==> src/rtl/pdm_mic_clock_ctrl.sv <==
// PDM microphone clock generator and stereo capture sequencer.
// Two mics share one data line; mic 0 is taken after the rising edge, mic 1 after the falling edge.
module pdm_mic_clock_ctrl #(
    parameter int CLK_DIV       = 25,
    parameter int SAMPLE_DLY    = 10,
    parameter int WAKEUP_CYCLES = 16
) (
    input  logic i_clk,
    input  logic i_rst,
    input  logic i_en,
    input  logic i_pdm_data,
    output logic o_pdm_clk,
    output logic o_data_0,
    output logic o_data_1,
    output logic o_data_valid,
    output logic o_mic_active,
    output logic o_busy
);

    localparam int PERIOD = 2 * CLK_DIV;
    localparam int PHW    = $clog2(PERIOD);
    localparam int WCW    = (WAKEUP_CYCLES < 1) ? 1 : $clog2(WAKEUP_CYCLES + 1);
    localparam int WC_LST = (WAKEUP_CYCLES > 0) ? WAKEUP_CYCLES - 1 : 0;

    localparam logic [PHW-1:0] PH_END  = PHW'(PERIOD - 1);
    localparam logic [PHW-1:0] PH_HALF = PHW'(CLK_DIV);
    localparam logic [PHW-1:0] PH_CAPA = PHW'(SAMPLE_DLY);
    localparam logic [PHW-1:0] PH_CAPB = PHW'(CLK_DIV + SAMPLE_DLY);
    localparam logic [WCW-1:0] WC_LAST = WCW'(WC_LST);

    typedef enum logic [1:0] {
        S_IDLE   = 2'd0,
        S_WAKEUP = 2'd1,
        S_RUN    = 2'd2
    } state_t;

    state_t         r_state;
    state_t         w_next_state;
    logic [PHW-1:0] r_ph;
    logic [PHW-1:0] w_ph_next;
    logic [WCW-1:0] r_wc;
    logic           w_period_end;
    logic           w_pdm_clk_next;
    logic           r_pdm_clk;
    logic           r_sync_0;
    logic           r_sync_1;
    logic           r_h0;
    logic           r_data_0;
    logic           r_data_1;
    logic           r_data_valid;

    assign w_period_end = (r_ph == PH_END);

    // Phase advances every cycle while active; parked at zero in IDLE.
    always_comb begin
        w_ph_next = r_ph + PHW'(1);
        if (r_state == S_IDLE || w_period_end) begin
            w_ph_next = '0;
        end
    end

    // Mic clock is computed from next state/phase so the pin is a flop output.
    assign w_pdm_clk_next = (w_next_state != S_IDLE) && (w_ph_next < PH_HALF);

    // State register.
    always_ff @(posedge i_clk) begin
        if (i_rst) begin
            r_state <= S_IDLE;
        end else begin
            r_state <= w_next_state;
        end
    end

    // Next-state logic; en is only looked at in IDLE and at period ends.
    always_comb begin
        w_next_state = r_state;
        case (r_state)
            S_IDLE: begin
                if (i_en) begin
                    w_next_state = (WAKEUP_CYCLES == 0) ? S_RUN : S_WAKEUP;
                end
            end
            S_WAKEUP: begin
                if (w_period_end) begin
                    if (!i_en) begin
                        w_next_state = S_IDLE;
                    end else if (r_wc == WC_LAST) begin
                        w_next_state = S_RUN;
                    end
                end
            end
            S_RUN: begin
                if (w_period_end && !i_en) begin
                    w_next_state = S_IDLE;
                end
            end
            default: w_next_state = S_IDLE;
        endcase
    end

    // Status outputs decoded from the state.
    always_comb begin
        o_mic_active = (r_state == S_RUN);
        o_busy       = (r_state != S_IDLE);
    end

    // Phase counter, wake-up period counter and registered mic clock.
    always_ff @(posedge i_clk) begin
        if (i_rst) begin
            r_ph      <= '0;
            r_wc      <= '0;
            r_pdm_clk <= 1'b0;
        end else begin
            r_ph      <= w_ph_next;
            r_pdm_clk <= w_pdm_clk_next;
            if (r_state != S_WAKEUP) begin
                r_wc <= '0;
            end else if (w_period_end) begin
                r_wc <= r_wc + WCW'(1);
            end
        end
    end

    // Two-flop synchronizer for the asynchronous data line.
    always_ff @(posedge i_clk) begin
        if (i_rst) begin
            r_sync_0 <= 1'b0;
            r_sync_1 <= 1'b0;
        end else begin
            r_sync_0 <= i_pdm_data;
            r_sync_1 <= r_sync_0;
        end
    end

    // Capture mic 0 into a holding flop, then publish both bits together.
    always_ff @(posedge i_clk) begin
        if (i_rst) begin
            r_h0         <= 1'b0;
            r_data_0     <= 1'b0;
            r_data_1     <= 1'b0;
            r_data_valid <= 1'b0;
        end else begin
            r_data_valid <= 1'b0;
            if (r_state != S_IDLE && r_ph == PH_CAPA) begin
                r_h0 <= r_sync_1;
            end
            if (r_state != S_IDLE && r_ph == PH_CAPB) begin
                r_data_0     <= r_h0;
                r_data_1     <= r_sync_1;
                r_data_valid <= (r_state == S_RUN);
            end
        end
    end

    assign o_pdm_clk    = r_pdm_clk;
    assign o_data_0     = r_data_0;
    assign o_data_1     = r_data_1;
    assign o_data_valid = r_data_valid;

endmodule

==> config.mk <==
export PLATFORM = sky130hd
export DESIGN_NAME = pdm_mic_clock_ctrl
export DESIGN_NICKNAME = d
export VERILOG_FILES = /design/src/rtl/pdm_mic_clock_ctrl.sv
export SDC_FILE = /design/constraint.sdc
export NUM_CORES = 1
export LEC_CHECK = 0
export ABC_AREA = 1
export CAP_MARGIN = 20
export CORE_UTILIZATION = 25
export CTS_CLUSTER_SIZE = 8
export DETAILED_ROUTE_END_ITERATION = 8
export PLACE_DENSITY = 0.51
export SLEW_MARGIN = 20
export SYNTH_ARGS = -nofsm -noshare
export SYNTH_HDL_FRONTEND = slang
export SYNTH_SLANG_ARGS = --single-unit
==> constraint.sdc <==
create_clock -name i_clk -period 3.91 [get_ports i_clk]
set_input_delay 1.173 -clock i_clk [delete_from_list [all_inputs] [get_ports i_clk]]
set_output_delay 1.173 -clock i_clk [all_outputs]
set_load 0.02 [all_outputs]
==> results.py <==
metrics = {
    "setup_path": {
        "r2r_setup_slack_ps": 2450,
        "max_stage_delay_ps": 620,
        "r2r-end": "o_pdm_clk$_SDFF_PP0_",
        "critical_path_required_ps": 2740,
        "startpoint": "r_state[0]$_SDFF_PP0_",
        "crit_arrival_ps": 1510,
        "cp_slowest_cell": "clkdlybuf4s50_1",
        "cp-end-kind": "output port",
        "worst_r2r_path_depth": 10,
        "start_kind": "register",
        "endpoint": "o_busy",
        "crit_type": "register to output port",
        "crit_buf_inv": 2,
        "cp_num_cells": 3,
        "crit_chain": "inv_1, nand2_1, clkdlybuf4s50_1",
        "cp_top_family": "buffers and inverters",
        "crit_fanout": 5,
        "r2r-start": "r_wc[0]$_SDFFE_PP0N_",
    },
    "sta": {
        "tightest_slew_ps": 348,
        "setup_ws_ps": 1230,
        "fin_skew_ps": 1.56,
        "fin_crit_sh_pct": 68.6,
        "hold_viol": 0,
        "slew_headroom_pct": 76.6,
        "fmax_mhz": 373,
        "setup_tns_ps": 0,
        "hold_ws_ps": 416,
        "fin_crit_ps": 2680,
        "setup_viol": 0,
        "rsz0062_at_grt": "false",
        "drv_slew": 0,
    },
    "global_route": {
        "grt_max_degree": 11,
        "use_met1_pct": 11.4,
        "use_met3_pct": 1.81,
        "overflow": 0,
        "grt.busiest_layer": "met2",
        "grt_pass1_wl_mm": 2.93,
        "grt_util_met2_pct": 14.8,
        "antenna_found_initial": 0,
        "grt_use_total_pct": 9.09,
        "grt_pass1_vias": 684,
    },
    "clocking": {
        "ctsLongestPathBuffers": 2,
        "path_clk_slew_ps": 70,
        "cts_max_level": 1,
        "ctsResizeCount": 0,
        "cts.sinks": 20,
        "numCtsBuffers": 3,
        "cts_setup_buffers": 0,
        "tritoncts": "yes",
        "cts-hold-fix-buffers": 0,
        "clock_latency_ps": 250,
        "clock-root-buffer": "clkbuf_8",
    },
    "synth": {
        "avgSynthCellArea_um2": 7.67,
        "seq_area_frac_synth_pct": 42.4,
        "synth_cells": 123,
        "synth.cell_area_um2": 943,
        "synth_cell_type_count": 24,
        "yosysWarnings": 0,
        "syn-num-nets": 132,
        "synth_seq_cells": 20,
    },
    "finish": {
        "fin_area_um2": 1120,
        "max_flop_register": "r_ph",
        "instances_no_fill": 180,
        "final_common_cell": "inv_1",
        "layout-drive-gt1-share_pct": 9.70,
        "largest_reg_flops": 6,
        "fin_util_pct": 32.4,
        "antenna_cells": 0,
        "largestRegisters": "r_ph (6), r_wc (5), r_state (2)",
        "finalNetCount": 145,
        "area_growth_pct": 19.2,
        "final_cell_mix": "inv_1 (25), dfxtp_1 (20), nand2_1 (16), nor2_1 (13), a21oi_1 (10)",
    },
    "power_and_ir_drop": {
        "pwr-share-seq_pct": 57.4,
        "pwr-share-comb_pct": 7.4,
        "ir_worst_vdd_mv": 0.129,
        "p_clk_share_pct": 35.1,
        "total_power_mw": 0.368,
        "leakage_nw": 0.451,
        "p_int_mw": 0.287,
        "p_sw_share_pct": 21.8,
        "power.switching_mw": 0.0803,
        "power_per_cell_area_nw_per_um2": 327,
    },
    "floorplan": {
        "core-area_um2": 3470,
        "fp-row-count": 21,
        "initial_core_util_pct": 27.2,
        "die_area_um2": 4020,
        "die_w_um": 63.4,
        "die_h_um": 63.4,
        "ios": 10,
    },
    "drt": {
        "via_count": 757,
        "drc": 0,
        "wire_per_inst_um": 9.32,
        "viasPerCell": 4.21,
        "dr.pass1.iters": 4,
        "postRouteAntennaNets": 0,
        "drt_iter0_drc": 71,
        "drt-total-wl_mm": 1.68,
    },
    "run": {
        "maxCapViolCount": 0,
    },
    "place": {
        "dp_cells": 177,
        "hpwl_mm": 1.30,
        "io_buffers": 9,
        "gp_congestion": 0.773,
        "dp_slack_ps": 1460,
        "placed_area_um2": 1080,
    },
    "min_path": {
        "min_path_cells": 2,
        "hp-class": "register to register",
    },
    "outcome": {
        "status": "finished, final reports clean",
    },
}
## synth_stat cells
| master | instances | area, um2 |
|---|---|---|
| nand2_1 | 16 | 60.1 |
| clkinv_1 | 1 | 3.75 |
| nor3_2 | 1 | 10.0 |
| dfxtp_1 | 20 | 400 |
| o21ai_1 | 1 | 5.00 |
| buf_4 | 1 | 7.51 |
| o31ai_1 | 1 | 7.51 |
| a21oi_1 | 10 | 50.1 |
| nand2_2 | 2 | 12.5 |
| nor2_2 | 3 | 18.8 |
| o21ai_0 | 6 | 30.0 |
| nand3_4 | 1 | 17.5 |
| xnor2_1 | 1 | 8.76 |
| xor2_1 | 1 | 8.76 |
| inv_1 | 25 | 93.8 |
| o21bai_2 | 1 | 11.3 |
| ha_1 | 5 | 62.6 |
| nor3_1 | 2 | 10.0 |
| nor2_1 | 13 | 48.8 |
| nand3_1 | 5 | 25.0 |
| nand4_1 | 4 | 25.0 |
| nor4_1 | 1 | 6.26 |
| a21oi_2 | 1 | 8.76 |
| nor2_4 | 1 | 11.3 |
## power groups by stage
stage | registers, mW | clock network (mW) | logic (mW)
floorplan | 0.216 | 0 | 0.0156
global placement | 0.216 | 0 | 0.0273
detailed placement | 0.216 | 0 | 0.0275
CTS | 0.211 | 0.136 | 0.0276
global route | 0.212 | 0.142 | 0.0305
finish | 0.211 | 0.129 | 0.0273
## worst min path at each step
stage	startpoint	to	slack (ps)
after floorplan	r_sync_0$_SDFF_PP0_	r_sync_1$_SDFF_PP0_	390
after global placement	r_sync_0$_SDFF_PP0_	r_sync_1$_SDFF_PP0_	420
after detailed placement	r_sync_0$_SDFF_PP0_	r_sync_1$_SDFF_PP0_	410
after CTS	r_sync_0$_SDFF_PP0_	r_sync_1$_SDFF_PP0_	420
after global routing	r_sync_0$_SDFF_PP0_	r_sync_1$_SDFF_PP0_	430
final	r_sync_0$_SDFF_PP0_	r_sync_1$_SDFF_PP0_	420
## cell type report
| type | instances | area [um2] |
|---|---|---|
| Multi-Input combinational cell | 76 | 438 |
| Timing Repair Buffer | 9 | 90.1 |
| Clock buffer | 3 | 41.3 |
| Fill cell | 391 | 2340 |
| Tap cell | 46 | 57.6 |
| Inverter | 26 | 97.6 |
| Sequential cell | 20 | 400 |
## cells by family (layout without fill, tap and decap cells)
group / Yosys count / count (layout) / share of synthesized area, %
fa+ha+maj: 5 / 5 / 6.63
flops: 20 / 20 / 42.4
xor+xnor: 2 / 2 / 1.86
simple gates: 49 / 49 / 26.0
buf+inv: 27 / 38 / 11.1
compound gates: 20 / 20 / 11.9
## worst min-delay path: cells and delay by family, from the launching register on
kind | cells | cell delay, ps
and+or+nand+nor | 1 | 30
DFF | 1 | 300
buffers and inverters | 1 | 40
## routing by layer
metal	wire length [um]	vias up	part of all wire, %
met4	25	0	1.5
li1	-	408	-
met2	730	12	44
met5	0	-	0
met3	54	2	3.2
met1	868	335	52
Note: power is estimated with default switching activity, not from simulation.
